## src/rtl/reaction_round_sequencer.sv

```systemverilog
// -----------------------------------------------------------------------------
// reaction_round_sequencer
//
// Runs a reaction-time session of ROUNDS rounds against an external reaction
// timer. Each round arms the timer, waits for a result (done, false start or
// timeout), scores it and then idles for GAP_CYCLES before the next round.
// A false start is not scored and repeats the same round.
//
// State table:
//   state      | meaning
//   -----------+-----------------------------------------------------------
//   S_IDLE     | after reset, waiting for a start event
//   S_ARM      | one cycle, timer_start_n low to start the timer
//   S_WAIT_RES | waiting for done / false start / timeout
//   S_GAP      | idle gap of GAP_CYCLES cycles before the next round
//   S_DONE     | session finished, results held until next start event
//
// Ports:
//   clk           in   system clock, all logic on posedge
//   reset         in   synchronous active-high reset
//   begin_n       in   active-low session start button (debounced)
//   timer_done    in   one-cycle pulse, timer_ms valid
//   timer_false   in   one-cycle pulse, stop pressed before LED lit
//   timer_ms      in   reaction time in ms (0..9999)
//   timer_start_n out  active-low timer start strobe (low only in S_ARM)
//   timer_clear   out  one-cycle pulse returning the timer to idle
//   round_idx     out  current round 0..ROUNDS-1
//   last_ms       out  most recently scored result
//   best_ms       out  minimum scored result of the session
//   sum_ms        out  sum of scored results of the session
//   busy          out  high outside S_IDLE and S_DONE
//   session_done  out  high while in S_DONE
// -----------------------------------------------------------------------------
module reaction_round_sequencer #(
  parameter int ROUNDS         = 5,
  parameter int GAP_CYCLES     = 50_000_000,
  parameter int TIMEOUT_CYCLES = 100_000_000
) (
  input  logic        clk,
  input  logic        reset,
  input  logic        begin_n,
  input  logic        timer_done,
  input  logic        timer_false,
  input  logic [13:0] timer_ms,
  output logic        timer_start_n,
  output logic        timer_clear,
  output logic [2:0]  round_idx,
  output logic [13:0] last_ms,
  output logic [13:0] best_ms,
  output logic [16:0] sum_ms,
  output logic        busy,
  output logic        session_done
);

  localparam int CNT_MAX = (GAP_CYCLES > TIMEOUT_CYCLES) ? GAP_CYCLES : TIMEOUT_CYCLES;
  localparam int CNT_W   = $clog2(CNT_MAX + 1);

  localparam logic [CNT_W-1:0] GAP_LAST = CNT_W'(GAP_CYCLES - 1);
  localparam logic [CNT_W-1:0] TMO_LAST = CNT_W'(TIMEOUT_CYCLES - 1);
  localparam logic [2:0]       IDX_LAST = 3'(ROUNDS - 1);
  localparam logic [13:0]      MS_MAX   = 14'd9999;

  typedef enum logic [2:0] {
    S_IDLE,
    S_ARM,
    S_WAIT_RES,
    S_GAP,
    S_DONE
  } state_t;

  state_t           state_q;
  logic [CNT_W-1:0] cnt_q;
  logic             begin_q;
  logic             begin_vld_q;
  logic             timer_start_n_q;
  logic             timer_clear_q;
  logic [2:0]       round_idx_q;
  logic [13:0]      last_ms_q;
  logic [13:0]      best_ms_q;
  logic [16:0]      sum_ms_q;
  logic             busy_q;
  logic             session_done_q;

  logic             start_evt_d;
  logic [CNT_W-1:0] cnt_d;
  logic             timeout_d;
  logic             scored_d;
  logic [13:0]      score_d;

  // begin_vld_q blocks the first sample after reset so that a button held low
  // through reset release is not mistaken for a fresh falling edge.
  always_comb begin
    start_evt_d = begin_vld_q & begin_q & ~begin_n;
    cnt_d       = cnt_q + CNT_W'(1);
    timeout_d   = (cnt_d == TMO_LAST);
    score_d     = timer_done ? timer_ms : MS_MAX;
    // timer_done beats timer_false; a false start suppresses the timeout.
    scored_d    = timer_done | (~timer_false & timeout_d);
  end

  always_ff @(posedge clk) begin
    if (reset) begin
      state_q         <= S_IDLE;
      cnt_q           <= '0;
      begin_q         <= 1'b1;
      begin_vld_q     <= 1'b0;
      timer_start_n_q <= 1'b1;
      timer_clear_q   <= 1'b0;
      round_idx_q     <= 3'd0;
      last_ms_q       <= 14'd0;
      best_ms_q       <= MS_MAX;
      sum_ms_q        <= 17'd0;
      busy_q          <= 1'b0;
      session_done_q  <= 1'b0;
    end else begin
      begin_q       <= begin_n;
      begin_vld_q   <= 1'b1;
      timer_clear_q <= 1'b0;

      case (state_q)
        S_IDLE, S_DONE: begin
          if (start_evt_d) begin
            state_q         <= S_ARM;
            round_idx_q     <= 3'd0;
            last_ms_q       <= 14'd0;
            best_ms_q       <= MS_MAX;
            sum_ms_q        <= 17'd0;
            timer_start_n_q <= 1'b0;
            busy_q          <= 1'b1;
            session_done_q  <= 1'b0;
          end
        end

        S_ARM: begin
          state_q         <= S_WAIT_RES;
          cnt_q           <= '0;
          timer_start_n_q <= 1'b1;
        end

        S_WAIT_RES: begin
          if (scored_d) begin
            last_ms_q <= score_d;
            if (score_d < best_ms_q) best_ms_q <= score_d;
            sum_ms_q  <= sum_ms_q + {3'b000, score_d};
            if (!timer_done) timer_clear_q <= 1'b1;
            if (round_idx_q == IDX_LAST) begin
              state_q        <= S_DONE;
              busy_q         <= 1'b0;
              session_done_q <= 1'b1;
            end else begin
              round_idx_q <= round_idx_q + 3'd1;
              state_q     <= S_GAP;
              cnt_q       <= '0;
            end
          end else if (timer_false) begin
            timer_clear_q <= 1'b1;
            state_q       <= S_GAP;
            cnt_q         <= '0;
          end else begin
            cnt_q <= cnt_d;
          end
        end

        S_GAP: begin
          if (cnt_q == GAP_LAST) begin
            state_q         <= S_ARM;
            timer_start_n_q <= 1'b0;
          end else begin
            cnt_q <= cnt_d;
          end
        end

        default: begin
          state_q         <= S_IDLE;
          timer_start_n_q <= 1'b1;
          busy_q          <= 1'b0;
          session_done_q  <= 1'b0;
        end
      endcase
    end
  end

  assign timer_start_n = timer_start_n_q;
  assign timer_clear   = timer_clear_q;
  assign round_idx     = round_idx_q;
  assign last_ms       = last_ms_q;
  assign best_ms       = best_ms_q;
  assign sum_ms        = sum_ms_q;
  assign busy          = busy_q;
  assign session_done  = session_done_q;

endmodule

```

## config.mk

```make
export PLATFORM = sky130hd
export DESIGN_NAME = reaction_round_sequencer
export DESIGN_NICKNAME = d
export VERILOG_FILES = /design/src/rtl/reaction_round_sequencer.sv
export SDC_FILE = /design/constraint.sdc
export NUM_CORES = 1
export LEC_CHECK = 0
export CAP_MARGIN = 20
export CORE_MARGIN = 2
export CORE_UTILIZATION = 54
export DETAILED_ROUTE_END_ITERATION = 6
export PLACE_DENSITY = 0.76
export RECOVER_POWER = 100
export SYNTH_ARGS = -nofsm -noshare
export SYNTH_HDL_FRONTEND = slang
export SYNTH_SLANG_ARGS = --single-unit
```

## constraint.sdc

```tcl
create_clock -name clk -period 6.66 [get_ports clk]
set_input_delay 1.332 -clock clk [delete_from_list [all_inputs] [get_ports clk]]
set_output_delay 1.332 -clock clk [all_outputs]
set_load 0.02 [all_outputs]
```

Yosys cells after proc, flatten, opt, wreduce, memory -nomap -nowiden
Index checks and enable logic that the tools add are counted.

word-level totals
  register bits after elaboration = 84
  input bits = 19
  output and inout port bits = 52
  logic and storage cells = 93

operators by class
  add/subtract/negate cells = 3
  magnitude comparators = 1
  eq/ne operators = 16
  multiplexer cells = 40
  bitwise gates (word level) = 8
  reduce and logical (&&, ||, !) cells = 13

operators by type and width
  kind                                                    number
  two-way mux 27 bit                                      4
  two-way mux 14 bit                                      6
  one-hot mux 27 bit (3 select lines)                     1
  one-hot mux 14 bit (2 select lines)                     2
  two-way mux 17 bit                                      2
  one-hot mux 17 bit (2 select lines)                     1
  adder 27 x 1 -> 27 bit (second input constant)          1
  equality test 27 x 26 -> 1 bit (second input constant)  1
  equality test 27 bit (second input constant)            1
  two-way mux 3 bit                                       8
  adder 17 x 14 -> 17 bit                                 1
  less-than comparator 14 bit                             1
  inequality test 2 bit (second input constant)           7
  one-hot mux 3 bit (4 select lines)                      1
  AND reduction 3 bit                                     4
  AND reduction 4 bit                                     3
  two-way mux 1 bit                                       11
  one-hot mux 1 bit (3 select lines)                      3
  equality test 3 x 2 -> 1 bit (second input constant)    2
  equality test 3 bit (second input constant)             2
  inequality test 3 bit (second input constant)           2
  one-hot mux 3 bit (2 select lines)                      1
  OR reduction 2 bit                                      3
  inverter 1 bit                                          4
  7 further kinds                                         9

Depth between registers and ports, before layout
  depth in word-level cells = 6
  depth in mapped cells = 15

Worst setup path after synthesis
No wires, ideal clock.

  path kind = input port to flip-flop
  start = in timer_done
  end = reg best_ms_q[10], in the netlist best_ms[10]
  setup time = 0.072 ns
  arrival = 4.025 ns
  required time = 6.588 ns
  setup slack = 2.563 ns
  cell stages on the path = 13
  buffers on the path = 3
  path through = clkbuf_1 clkbuf_1 nand2b_1 ha_1 a21o_1 a21o_1 a21o_1 a211oi_1 nor4_1 o31a_1 nor2_1 buf_4 mux2i_1

on the way
  longest elaborated chain between the ends = 4
  elaborated cells on any way between the ends = 9
  classes of those cells = order compare (1); eq/ne (2); mux (4); bitwise (1); reduce/logical (1)

ends and longest elaborated chain
  element                                                                               line  RTL
  start, declared                                                                       42    input logic timer_done,
  two-way mux 14 bit                                                                    96    score_d = timer_done ? timer_ms : MS_MAX;
  less-than comparator 14 bit or two-way mux 14 bit (tied branches)                     143   if (score_d < best_ms_q) best_ms_q <= score_d;
  inequality test 2 bit (no line) or two-way mux 14 bit (tied branches)                 -
  AND reduction 4 bit (no line) or one-hot mux 14 bit (2 select lines) (tied branches)  -
  end signal, assigned                                                                  143
  end, declared                                                                         79    logic [13:0] best_ms_q;

Parallel ways exist; a longest one is shown, timed or not. The select of a mux whose other input is x is not followed.
A chain may end at the register's enable or synchronous reset.

Final worst setup path
  start = reg cnt_q[4]
  end = reg sum_ms_q[5], in the netlist sum_ms[5]

on the way
  longest elaborated chain between the ends = 6

ends and longest elaborated chain
  element                          line  RTL
  start, declared                  72    logic [CNT_W-1:0] cnt_q;
  start signal, assigned           160   cnt_q <= cnt_d;
  start signal, assigned           169   cnt_q <= cnt_d;
  adder 27 x 1 -> 27 bit           94    cnt_d = cnt_q + CNT_W'(1);
  equality test 27 bit             95    timeout_d = (cnt_d == TMO_LAST);
  bitwise AND 1 bit                98    scored_d = timer_done | (~timer_false & timeout_d);
  bitwise OR 1 bit                 98
  inequality test 2 bit (no line)  -
  AND reduction 3 bit (no line)    -
  end signal, assigned             144   sum_ms_q <= sum_ms_q + {3'b000, score_d};
  end, declared                    80    logic [16:0] sum_ms_q;

No other way between the ends.

==> flow_metrics.env <==
export IMPL_maxSlewHeadroom_pct=-33.6
export IMPL_worstMarginPinSlew_ns=2.00
export IMPL_finalMaxSlewViolations=48
export IMPL_grt_pass1_wl_um=21900
export IMPL_dieWidth_um=102
export IMPL_cp_max_fo=22
export IMPL_r2r_end="sum_ms[5]"
export IMPL_area_growth_pct=17.1
export IMPL_seq_area_frac_synth_pct=32.6
export IMPL_setup_viol=0
export IMPL_clock_skew_ns=0.0120
export IMPL_syn_inst=627
export IMPL_worstHoldStart="last_ms[11]"
export IMPL_firstDrtPassIters=5
export IMPL_pre_cts_slack_ns=1.28
export IMPL_timing_final_crit_share_pct=79.3
export IMPL_core_area_mm2=0.00924
export IMPL_clockRootBuffer="clkbuf_8"
export IMPL_io_pins=71
export IMPL_fmax_mhz=189
export IMPL_criticalPathCategory="reg -> reg"
export IMPL_r2r_slack_ns=1.38
export IMPL_vias=4870
export IMPL_power_leakage_nw=2.30
export IMPL_hold_end="last_ms[11]"
export IMPL_totalWireLength_um=13500
export IMPL_hold_viol=0
export IMPL_cp_slowest_cell="nor4_1"
export IMPL_drt_initial_drc_count=255
export IMPL_yosys_area_top_type="dfxtp_1"
export IMPL_cp_data_arrival_time_ns=5.60
export IMPL_drv_cap=1
export IMPL_slowest_delay_ns=1.21
export IMPL_postCtsSetupBuffers=0
export IMPL_grt_usage_pct=26.5
export IMPL_end_kind="register"
export IMPL_timing_rr_start="cnt_q[4]"
export IMPL_gp_congestion=0.898
export IMPL_syn_cell_area_mm2=0.00515
export IMPL_hp_class="reg -> reg"
export IMPL_crit_buf_inv=0
export IMPL_synthTopCellsByArea="dfxtp_1 33%, ha_1 7.5%, o21ai_0 3.9%"
export IMPL_drive_above_1_share_pct=4.84
export IMPL_die_y_um=102
export IMPL_yosysWarnings=0
export IMPL_clockBufferDepth=2
export IMPL_htree_levels=3
export IMPL_row_count=35
export IMPL_syn_num_nets=678
export IMPL_netlist_area_leader_share_pct=32.6
export IMPL_tritoncts="yes"
export IMPL_yosysUniqueCellTypes=68
export IMPL_synth_edff_count=0
export IMPL_first_global_vias=4531
export IMPL_crit_family="simple AND/OR/NAND/NOR gates"
export IMPL_clkLatencyLatePin_ns=0.37
export IMPL_avgSynthCellArea_um2=8.22
export IMPL_wl_per_cell_um=16.6
export IMPL_antenna_found_initial=0
export IMPL_overflow=0
export IMPL_cts_hold_buf=0
export IMPL_mostFrequentLayoutCells="84 x dfxtp_1, 54 x dlygate4sd3_1, 46 x nand2_1"
export IMPL_worstRegToRegCells=9
export IMPL_fin_tns_setup_ns=0
export IMPL_drcViolationCount=0
export IMPL_worstPathCellList="nand4_1 > nor4_1 > and3_1 > o32ai_1 > o2111a_1 > a31o_2 > a21oi_1 > and2_1 > a22o_1"
export IMPL_crit_path_start_kind="register"
export IMPL_layout_commonest_cell="dfxtp_1"
export IMPL_rsz0062_at_grt="false"
export IMPL_grt_max_degree=48
export IMPL_numCtsBuffers=9
export IMPL_vias_per_cell=6.00
export IMPL_min_period_ns=5.28
export IMPL_power_density_mw_per_mm2=195
export IMPL_clock_sinks=84
export IMPL_clkTransAtPathRegs_ns=0.10
export IMPL_ys_flop_type="dfxtp_1"
export IMPL_hpwl_um=9940
export IMPL_fin_nets=728
export IMPL_ant_nets=0
export IMPL_setup_ws_ns=1.38
export IMPL_ir_drop_v=0.0000958
export IMPL_whs_path_depth=2
export IMPL_synth_seq_cells=84
export IMPL_start_util_pct=55.8
export IMPL_cts_repair_resized=0
export IMPL_cp_required_ns=6.98
export IMPL_fp_dieArea_mm2=0.0103
export IMPL_violations="max-capacitance violations, max-slew violations"
export IMPL_postSynth_asyncResetShare_pct=0
export IMPL_outcome="complete, but fails checks"
export IMPL_io_buffers=70
export IMPL_diodes=0
==> Yosys cell counts (all sizes together), types with 2 or more instances <==
cell	count
dfxtp	84
nand2	46
nor2	43
o21ai	42
a21oi	41
inv	35
ha	31
nor3	29
clkbuf	22
a22o	21
o31ai	17
nand4	16
xnor2	16
or3	14
buf	13
or4	12
nand2b	11
nand3	11
and2	10
and3	10
mux2i	10
a211oi	7
a21o	6
o21a	6
xor2	6
a31oi	5
and4	5
nor2b	5
nor4	5
or2	5
o31a	4
o41ai	4
a21boi	3
nand4b	3
o21bai	3
a2111oi	2
a221o	2
a31o	2
and4b	2
nor3b	2
nor4b	2
o211ai	2
==> worst max-delay path by stage <==
stage                    start          end  depth (start not counted)
floorplan           timer_done  best_ms[10]                         13
global placement    timer_done   best_ms[1]                         11
detailed placement  timer_done   best_ms[8]                         11
CTS                 timer_done   best_ms[8]                         11
global route          cnt_q[4]   sum_ms[11]                          9
finish                cnt_q[4]    sum_ms[5]                          9
==> kinds of logic (layout without fill, tap and decap cells) <==
group                      after synthesis  count (layout)  share of synthesized area [%]
muxes                                   11              11                           2.16
adders and majority gates               32              32                           7.91
and+or+nand+nor                        233             233                           24.8
xor gates and xnor gates                22              22                           3.74
AOI/OAI and AO/OA                      175             175                           23.1
buffers and inverters                   70             125                           5.70
DFF                                     84              84                           32.6
==> stage by stage <==
stage	instance area, um^2	total power [W]	hold slack [ns]	cells	util (%)
2_1_floorplan	5150	0.000761	0.473	627	-
3_3_place_gp	5880	0.000842	0.450	794	63.7
3_5_place_dp	5880	0.000848	0.448	794	63.7
4_1_cts	6060	0.00119	0.460	810	65.6
5_1_grt	6030	0.00124	0.480	811	65.3
6_report	6030	0.00118	0.454	811	65.3
==> layer usage <==
| metal | global-route usage (%) | up-vias | wire length (um) |
|---|---|---|---|
| met5 | 0 | - | 0 |
| met4 | 10.5 | 0 | 255 |
| met3 | 4.90 | 24 | 794 |
| met2 | 44.7 | 149 | 6650 |
| met1 | 33.3 | 2295 | 5800 |
| li1 | - | 2402 | - |
==> worst reg2reg max path, delay by kind of cell, from the launching register on <==
family             cells  cell delay, ns
and+or+nand+nor        4            2.71
AOI/OAI and AO/OA      5            2.02
DFF                    1            0.49
==> power by group <==
group | internal, W | switching, W | total (W)
registers | 0.000523 | 0.0000183 | 0.000541
logic | 0.000108 | 0.000181 | 0.000289
clock network | 0.000141 | 0.000208 | 0.000348
total | 0.000772 | 0.000407 | 0.00118
==> state kept, by name (all words and copies together) (netlist names) <==
register	count
timer_clear	1
round_idx	3
begin_q	1
last_ms	14
session_done	1
best_ms	14
busy	1
sum_ms	17
begin_vld_q	1
cnt_q	27
timer_start_n	1
state_q	3
==> cell type report <==
class                           count  area (um^2)
Inverter                           35          131
Clock inverter                      7         57.6
Fill cell                         837         3210
Sequential cell                    84         1680
Tap cell                          129          161
Clock buffer                        9          124
Timing Repair Buffer               74          723
Multi-Input combinational cell    473         3160
Note: power is estimated with default switching activity, not from simulation.
